### src/rtl/mxv_row_group_scheduler_if.sv
`default_nettype none
// +----------------------------------------------------------------------------+
// | mxv_row_group_scheduler_if                                                 |
// | Command, descriptor-read, lane and result-write signals of the scheduler.  |
// | Revision: 1.0                                                              |
// +----------------------------------------------------------------------------+
interface mxv_row_group_scheduler_if #(
  parameter int P      = 4,
  parameter int ELEM_W = 32,
  parameter int ADDR_W = 10
);
  logic                  cmd_valid;
  logic                  cmd_ready;
  logic [31:0]           cmd_rows;
  logic [ADDR_W-1:0]     cmd_base;
  logic [ADDR_W-1:0]     cmd_res_base;
  logic                  rd_en;
  logic [ADDR_W-1:0]     rd_addr;
  logic [P-1:0]          lane_start;
  logic [P-1:0]          lane_done;
  logic [P*ELEM_W-1:0]   lane_result;
  logic                  wr_en;
  logic [ADDR_W-1:0]     wr_addr;
  logic [P*ELEM_W-1:0]   wr_data;
  logic                  busy;
  logic                  done;
  logic [15:0]           group_idx;

  modport slave (
    input  cmd_valid, cmd_rows, cmd_base, cmd_res_base, lane_done, lane_result,
    output cmd_ready, rd_en, rd_addr, lane_start, wr_en, wr_addr, wr_data,
           busy, done, group_idx
  );

  modport master (
    output cmd_valid, cmd_rows, cmd_base, cmd_res_base, lane_done, lane_result,
    input  cmd_ready, rd_en, rd_addr, lane_start, wr_en, wr_addr, wr_data,
           busy, done, group_idx
  );
endinterface
`default_nettype wire

### src/rtl/mxv_row_group_scheduler.sv
`default_nettype none
// +----------------------------------------------------------------------------+
// | mxv_row_group_scheduler                                                    |
// | Walks N rows in groups of P: fetch, launch lanes, gather, write, repeat.   |
// | Revision: 1.0                                                              |
// +----------------------------------------------------------------------------+
module mxv_row_group_scheduler #(
  parameter int P      = 4,
  parameter int ELEM_W = 32,
  parameter int ADDR_W = 10
) (
  input  logic                     clk,
  input  logic                     reset,
  mxv_row_group_scheduler_if.slave bus
);
  localparam int DW = P * ELEM_W;

  typedef enum logic [2:0] {
    S_IDLE    = 3'd0,
    S_FETCH   = 3'd1,
    S_MEMWAIT = 3'd2,
    S_LAUNCH  = 3'd3,
    S_RUN     = 3'd4,
    S_WRITE   = 3'd5,
    S_FIN     = 3'd6
  } state_t;

  state_t            r_state, w_state_nxt;
  logic [31:0]       r_rows, w_rows_nxt;
  logic [ADDR_W-1:0] r_base, w_base_nxt;
  logic [ADDR_W-1:0] r_res_base, w_res_base_nxt;
  logic [31:0]       r_groups, w_groups_nxt;
  logic [31:0]       r_group_idx, w_group_idx_nxt;
  logic [P-1:0]      r_done_mask, w_done_mask_nxt;
  logic [DW-1:0]     r_results, w_results_nxt;

  logic [31:0]       w_row_first;
  logic [31:0]       w_cmd_groups;
  logic [P-1:0]      w_active;

  logic              w_cmd_ready;
  logic              w_rd_en;
  logic [ADDR_W-1:0] w_rd_addr;
  logic [P-1:0]      w_lane_start;
  logic              w_wr_en;
  logic [ADDR_W-1:0] w_wr_addr;
  logic [DW-1:0]     w_wr_data;
  logic              w_busy;
  logic              w_done;

  // ceil(N/P) without the overflow that (N+P-1)/P would hit near 2^32
  assign w_cmd_groups = (bus.cmd_rows / 32'(P)) +
                        {31'd0, ((bus.cmd_rows % 32'(P)) != 32'd0)};
  assign w_row_first  = r_group_idx * 32'(P);

  generate
    for (genvar k = 0; k < P; k++) begin : g_active
      assign w_active[k] = (w_row_first + 32'(k)) < r_rows;
    end
  endgenerate

  always_ff @(posedge clk) begin
    if (reset) begin
      r_state     <= S_IDLE;
      r_rows      <= 32'd0;
      r_base      <= '0;
      r_res_base  <= '0;
      r_groups    <= 32'd0;
      r_group_idx <= 32'd0;
      r_done_mask <= '0;
      r_results   <= '0;
    end else begin
      r_state     <= w_state_nxt;
      r_rows      <= w_rows_nxt;
      r_base      <= w_base_nxt;
      r_res_base  <= w_res_base_nxt;
      r_groups    <= w_groups_nxt;
      r_group_idx <= w_group_idx_nxt;
      r_done_mask <= w_done_mask_nxt;
      r_results   <= w_results_nxt;
    end
  end

  always_comb begin
    w_state_nxt     = r_state;
    w_rows_nxt      = r_rows;
    w_base_nxt      = r_base;
    w_res_base_nxt  = r_res_base;
    w_groups_nxt    = r_groups;
    w_group_idx_nxt = r_group_idx;
    w_done_mask_nxt = r_done_mask;
    w_results_nxt   = r_results;
    w_cmd_ready     = 1'b0;
    w_rd_en         = 1'b0;
    w_rd_addr       = '0;
    w_lane_start    = '0;
    w_wr_en         = 1'b0;
    w_wr_addr       = '0;
    w_wr_data       = '0;
    w_busy          = 1'b0;
    w_done          = 1'b0;

    case (r_state)
      S_IDLE: begin
        w_cmd_ready = 1'b1;
        if (bus.cmd_valid) begin
          w_rows_nxt      = bus.cmd_rows;
          w_base_nxt      = bus.cmd_base;
          w_res_base_nxt  = bus.cmd_res_base;
          w_groups_nxt    = w_cmd_groups;
          w_group_idx_nxt = 32'd0;
          w_state_nxt     = (bus.cmd_rows == 32'd0) ? S_FIN : S_FETCH;
        end
      end
      S_FETCH: begin
        w_busy      = 1'b1;
        w_rd_en     = 1'b1;
        w_rd_addr   = r_base + r_group_idx[ADDR_W-1:0];
        w_state_nxt = S_MEMWAIT;
      end
      S_MEMWAIT: begin
        w_busy      = 1'b1;
        w_state_nxt = S_LAUNCH;
      end
      S_LAUNCH: begin
        // Inactive lanes are pre-marked done so RUN only waits on real rows
        w_busy          = 1'b1;
        w_lane_start    = w_active;
        w_done_mask_nxt = ~w_active;
        w_results_nxt   = '0;
        w_state_nxt     = S_RUN;
      end
      S_RUN: begin
        w_busy = 1'b1;
        for (int k = 0; k < P; k++) begin
          if (bus.lane_done[k] && !r_done_mask[k]) begin
            w_done_mask_nxt[k]                 = 1'b1;
            w_results_nxt[k*ELEM_W +: ELEM_W] = bus.lane_result[k*ELEM_W +: ELEM_W];
          end
        end
        if (&w_done_mask_nxt) begin
          w_state_nxt = S_WRITE;
        end
      end
      S_WRITE: begin
        w_busy    = 1'b1;
        w_wr_en   = 1'b1;
        w_wr_addr = r_res_base + r_group_idx[ADDR_W-1:0];
        w_wr_data = r_results;
        if (r_group_idx == r_groups - 32'd1) begin
          w_state_nxt = S_FIN;
        end else begin
          w_group_idx_nxt = r_group_idx + 32'd1;
          w_state_nxt     = S_FETCH;
        end
      end
      S_FIN: begin
        w_done      = 1'b1;
        w_state_nxt = S_IDLE;
      end
      default: begin
        w_state_nxt = S_IDLE;
      end
    endcase
  end

  assign bus.cmd_ready  = w_cmd_ready;
  assign bus.rd_en      = w_rd_en;
  assign bus.rd_addr    = w_rd_addr;
  assign bus.lane_start = w_lane_start;
  assign bus.wr_en      = w_wr_en;
  assign bus.wr_addr    = w_wr_addr;
  assign bus.wr_data    = w_wr_data;
  assign bus.busy       = w_busy;
  assign bus.done       = w_done;
  assign bus.group_idx  = r_group_idx[15:0];

endmodule
`default_nettype wire
### src/flat_wrapper.sv
// flat-port wrapper written by rule: the top's interface ports become plain ports
module mxv_row_group_scheduler_flat 
#(
  parameter int P      = 4,
  parameter int ELEM_W = 32,
  parameter int ADDR_W = 10
)
  (clk, reset, bus_cmd_valid, bus_cmd_rows, bus_cmd_base, bus_cmd_res_base, bus_lane_done, bus_lane_result, bus_cmd_ready, bus_rd_en, bus_rd_addr, bus_lane_start, bus_wr_en, bus_wr_addr, bus_wr_data, bus_busy, bus_done, bus_group_idx);
  mxv_row_group_scheduler_if #(.P(P), .ELEM_W(ELEM_W), .ADDR_W(ADDR_W)) bus_i ();
  input  logic clk;
  input  logic reset;
  input wire logic [$bits(bus_i.cmd_valid)-1:0] bus_cmd_valid;
  input wire logic [$bits(bus_i.cmd_rows)-1:0] bus_cmd_rows;
  input wire logic [$bits(bus_i.cmd_base)-1:0] bus_cmd_base;
  input wire logic [$bits(bus_i.cmd_res_base)-1:0] bus_cmd_res_base;
  input wire logic [$bits(bus_i.lane_done)-1:0] bus_lane_done;
  input wire logic [$bits(bus_i.lane_result)-1:0] bus_lane_result;
  output wire logic [$bits(bus_i.cmd_ready)-1:0] bus_cmd_ready;
  output wire logic [$bits(bus_i.rd_en)-1:0] bus_rd_en;
  output wire logic [$bits(bus_i.rd_addr)-1:0] bus_rd_addr;
  output wire logic [$bits(bus_i.lane_start)-1:0] bus_lane_start;
  output wire logic [$bits(bus_i.wr_en)-1:0] bus_wr_en;
  output wire logic [$bits(bus_i.wr_addr)-1:0] bus_wr_addr;
  output wire logic [$bits(bus_i.wr_data)-1:0] bus_wr_data;
  output wire logic [$bits(bus_i.busy)-1:0] bus_busy;
  output wire logic [$bits(bus_i.done)-1:0] bus_done;
  output wire logic [$bits(bus_i.group_idx)-1:0] bus_group_idx;
  assign bus_i.cmd_valid = bus_cmd_valid;
  assign bus_i.cmd_rows = bus_cmd_rows;
  assign bus_i.cmd_base = bus_cmd_base;
  assign bus_i.cmd_res_base = bus_cmd_res_base;
  assign bus_i.lane_done = bus_lane_done;
  assign bus_i.lane_result = bus_lane_result;
  assign bus_cmd_ready = bus_i.cmd_ready;
  assign bus_rd_en = bus_i.rd_en;
  assign bus_rd_addr = bus_i.rd_addr;
  assign bus_lane_start = bus_i.lane_start;
  assign bus_wr_en = bus_i.wr_en;
  assign bus_wr_addr = bus_i.wr_addr;
  assign bus_wr_data = bus_i.wr_data;
  assign bus_busy = bus_i.busy;
  assign bus_done = bus_i.done;
  assign bus_group_idx = bus_i.group_idx;
  mxv_row_group_scheduler #(.P(P), .ELEM_W(ELEM_W), .ADDR_W(ADDR_W)) u_core (.clk(clk), .reset(reset), .bus(bus_i));
endmodule
### config.mk
export PLATFORM = sky130hd
export DESIGN_NAME = mxv_row_group_scheduler_flat
export DESIGN_NICKNAME = d
export VERILOG_FILES = /design/src/rtl/mxv_row_group_scheduler_if.sv /design/src/rtl/mxv_row_group_scheduler.sv /design/src/flat_wrapper.sv
export SDC_FILE = /design/constraint.sdc
export NUM_CORES = 1
export LEC_CHECK = 0
export BUFFER_PORTS_ARGS = -buffer_cell sky130_fd_sc_hd__buf_2
export CAP_MARGIN = 20
export CORE_AREA = 2 2 203 285
export CTS_CLUSTER_DIAMETER = 50
export DETAILED_ROUTE_END_ITERATION = 7
export DIE_AREA = 0 0 205 287
export RECOVER_POWER = 25
export SYNTH_ARGS = -nofsm -noshare
export SYNTH_HDL_FRONTEND = slang
export SYNTH_SLANG_ARGS = --single-unit
export TNS_END_PERCENT = 100
### constraint.sdc
create_clock -name clk -period 3.46 [get_ports clk]
set_input_delay 0 -clock clk [delete_from_list [all_inputs] [get_ports clk]]
set_output_delay 0 -clock clk [all_outputs]
set_load 0.005 [all_outputs]
==> summary.md <==
| Metric | Value |
|---|---|
| Layout Skew | `0.0124 ns` |
| Pre-antenna DRT Iters | `5` |
| Mapped Avg Cell Area | `7.55 µm²` |
| Htree depth | `2` |
| Die height | `287 µm` |
| Final instance area | `0.0202 mm²` |
| CTS tree | `yes` |
| Initial core utilization | `0.249` |
| Total gr overflow | `0` |
| DRC viols | `0` |
| Ys Warns | `0` |
| Setup TNS | `-1.06 ns` |
| Post-route clock period utilization | `1.03` |
| CP dominant cell by count | `or4_4` |
| Compound-Gate Fraction of Synth Area | `0.169` |
| IO Pins | `360` |
| GPL Wtd Cong | `0.910` |
| P_leak | `0.00842 µW` |
| DRT antenna net count | `0` |
| Wire length of the first global-routing pass | `83.2 mm` |
| Peak VDD IR | `0.404 mV` |
| Min Tclk post-route | `3.55 ns` |
| Worst-Margin Slew | `0.987 ns` |
| Mapped cell area | `0.0140 mm²` |
| Mux cell area share after synthesis | `0.00787` |
| Via count | `15381` |
| Ys flop type | `dfxtp_1` |
| CTS buffer count | `35` |
| Largest family of logic cells by synthesized area | `simple AND/OR/NAND/NOR gates` |
| Slew Limit Fails | `0` |
| Failing checks | `negative setup slack` |
| Synth Area in Adders | `0.0503` |
| Post-Syn Nets | `2095` |
| Total power | `8100 µW` |
| Drt wl/cell | `17.2 µm` |
| Buffers & Inverters on Critical Path | `2` |
| HPWL Detailed | `38.0 mm` |
| Total GRT Usage | `0.179` |
| Longest Clk Path Bufs | `3` |
| Netlist cell types | `69` |
| Crit path max-delay family | `simple AND/OR/NAND/NOR gates` |
| I/O Buffers | `359` |
| WP data arrival | `3.95 ns` |
| RSZ-0062 raised after global routing | `yes` |
| PwrDens | `401 mW/mm²` |
| CP max-delay cell | `or4_4` |
| Placed Area | `0.0168 mm²` |
| Sequential fraction of the synthesis area | `0.358` |
| Initial antenna violation count | `3` |
| Min-Delay Path Class | `in2reg` |
| Crit-path cells | `or4_4 > or3_4 > or4_4 > a22o_1 > a2111o_1 > or4_4 > o21ai_4 > buf_12 > buf_16 > a211o_1 > a21oi_2` |
| CP Launch Type | `flop` |
| Drt via density | `4.86` |
| Syn Inst Count | `1853` |
| Req. time, crit path | `3.86 ns` |
| Commonest non-fill, non-tap cells in the layout | `352 x buf_2, 309 x nand2_1, 249 x dfxtp_1, 225 x a21oi_1, 214 x dlygate4sd3_1` |
| Crit-path max cell delay | `0.56 ns` |
| Initial DRC Count | `664` |
| Clock latency on the worst-skew pair | `0.54 ns` |
| Kind of critical path | `reg2reg` |
| Core area | `0.0562 mm²` |
| Vias in the first global route | `15317` |
| Crit end category | `flop` |
| Worst-path fanout max | `5` |
| Post-route setup slack | `-0.0901 ns` |
| Layout Cells excl Fill | `3163` |
| Commonest non-fill, non-tap cell in the layout | `buf_2` |
| Row count | `103` |
| Width of the die | `205 µm` |
| Highest clock rate | `282 MHz` |
| Total wire length | `54.4 mm` |
| # setup viols final | `29` |
| Layout cell share with drive strength beyond 1 | `0.221` |
| Largest net degree at the start of global routing | `106` |
| Post-Synth Simple-Gate Area | `0.302` |
| Ys async rst share | `0` |
| Xor-xnor portion of the synthesized cell area | `0.0520` |
| Nets | `2642` |
| Root Driver | `clkbuf_16` |
| Max-cap violation count | `0` |
| Hold violation count in the final report | `0` |
| Die ar. | `0.0588 mm²` |
| Area growth from synthesis to layout | `44.4%` |
| Worst-path clk slew | `0.06 ns` |
| # fillers | `5964` |
| Clock sink count | `250` |
| Status | `complete, but fails checks` |
| #FFs+latches synth | `250` |
| Post-synth EDFFs | `0` |
| Placed Cells | `2880` |
| Slew HR | `0.342` |
==> routing by layer <==
metal / vias to the layer above / wire length [µm] / part of all wire / track usage
met1: 7261 / 20800 / 0.38 / 0.190
met4: 0 / 2360 / 0.043 / 0.0808
met2: 498 / 28000 / 0.52 / 0.332
met3: 122 / 3140 / 0.058 / 0.0396
li1: 7500 / - / - / -
met5: - / 0 / 0 / 0
==> layout make-up <==
class                   count  area [µm²]  share of cell area
repair buffers            658        4650               0.230
multi-input cells        1399        8300               0.411
flip-flops and latches    250        5010               0.248
clock inverters            19         174             0.00861
clock buffers              43         916              0.0454
diodes                      3        7.51            0.000372
well taps                 735         920              0.0456
inverters                  56         211              0.0105
==> sequential cells by signal, indices dropped and copies added (netlist names) <==
signal	flops
u_core.r_done_mask	4
u_core.r_res_base	10
u_core.r_groups	31
u_core.r_state	3
u_core.r_base	10
u_core.r_results	128
u_core.r_rows	32
u_core.r_group_idx	32
==> Yosys cell counts (all sizes together) (2+ instances only) <==
master / number / area share
a2111o: 11 / 0.0089
a2111oi: 2 / 0.0013
a211oi: 27 / 0.014
a21o: 14 / 0.0075
a21oi: 228 / 0.082
a221oi: 3 / 0.0019
a311oi: 9 / 0.0056
a31o: 2 / 0.0013
a31oi: 2 / 0.00089
and2: 141 / 0.063
and3: 18 / 0.0081
and4: 4 / 0.0025
buf: 22 / 0.012
clkbuf: 126 / 0.034
dfxtp: 250 / 0.36
fa: 2 / 0.0029
ha: 53 / 0.047
inv: 55 / 0.015
mux2i: 11 / 0.0079
nand2: 310 / 0.083
nand2b: 2 / 0.00089
nand3: 165 / 0.059
nand4: 25 / 0.011
nand4b: 2 / 0.0013
nor2: 94 / 0.025
nor2b: 7 / 0.0031
nor3: 16 / 0.0057
nor4: 18 / 0.0091
nor4b: 3 / 0.0019
o2111ai: 10 / 0.0063
o211a: 3 / 0.0021
o211ai: 6 / 0.0032
o21a: 2 / 0.0011
o21ai: 37 / 0.014
o21bai: 11 / 0.0059
o22ai: 3 / 0.0013
o31ai: 5 / 0.0027
or2: 8 / 0.0036
or3: 30 / 0.013
or4: 12 / 0.0070
or4b: 2 / 0.0014
xnor2: 44 / 0.028
xor2: 39 / 0.024
==> path summary, 6_finish.rpt <==
kind                                           from                             endpoint  slack (ns)  depth (start not counted)
setup / recovery   u_core.r_groups[23]$_SDFFE_PP0P_  u_core.r_group_idx[22]$_SDFFE_PP0P_       -0.09                         11
hold / removal                  bus_lane_result[75]    u_core.r_results[75]$_SDFFE_PP0P_        0.26                          4
setup reg to reg   u_core.r_groups[23]$_SDFFE_PP0P_  u_core.r_group_idx[22]$_SDFFE_PP0P_       -0.09                         11
hold reg to reg   u_core.r_results[61]$_SDFFE_PP0P_    u_core.r_results[61]$_SDFFE_PP0P_        0.44                          2
==> kinds of logic (layout without fill, tap and decap cells) <==
| family | count (synthesis) | count (layout) |
|---|---|---|
| AND/OR/NAND/NOR | 861 | 861 |
| AO/OA/AOI/OAI | 389 | 389 |
| flip-flops | 250 | 250 |
| buffers and inverters | 204 | 776 |
| XOR/XNOR | 83 | 83 |
| adder cells (fa/ha/maj) | 55 | 55 |
| multiplexers | 11 | 11 |
| other | 0 | 3 |
==> stage by stage <==
step	worst slack, ns	util	hold slack (ns)
after floorplan	-0.000187	-	0.136
after global placement	-0.136	0.299	0.246
after detailed placement	-0.171	0.299	0.249
after CTS	-0.0671	0.358	0.206
after global routing	-0.144	0.359	0.252
final	-0.0901	0.359	0.261
==> timing repair <==
item / 4_1_cts / 5_1_grt
hold endpoints to repair: 217 / 0
endpoints found under the setup margin: 33 / 38
pin swaps: 5 / 16
buffers inserted: 1 / 1
gates cloned: 1 / 1
hold buffers: 214 / 0
gates resized for setup: 9 / 28
==> tightest hold or removal path, stage by stage <==
cell           delay, ns
dlygate4sd3_1       0.53
buf_2               0.12
nand3_1             0.05
a21oi_1             0.06
==> where the power goes <==
group          internal (µW)  switching (µW)  total, µW  leakage (µW)
clock                   1990            1480       3470      0.000516
sequential              2980            91.1       3070       0.00203
combinational            696             857       1550       0.00588
total                   5670            2430       8100       0.00842
(Power assumes the default switching activity.)
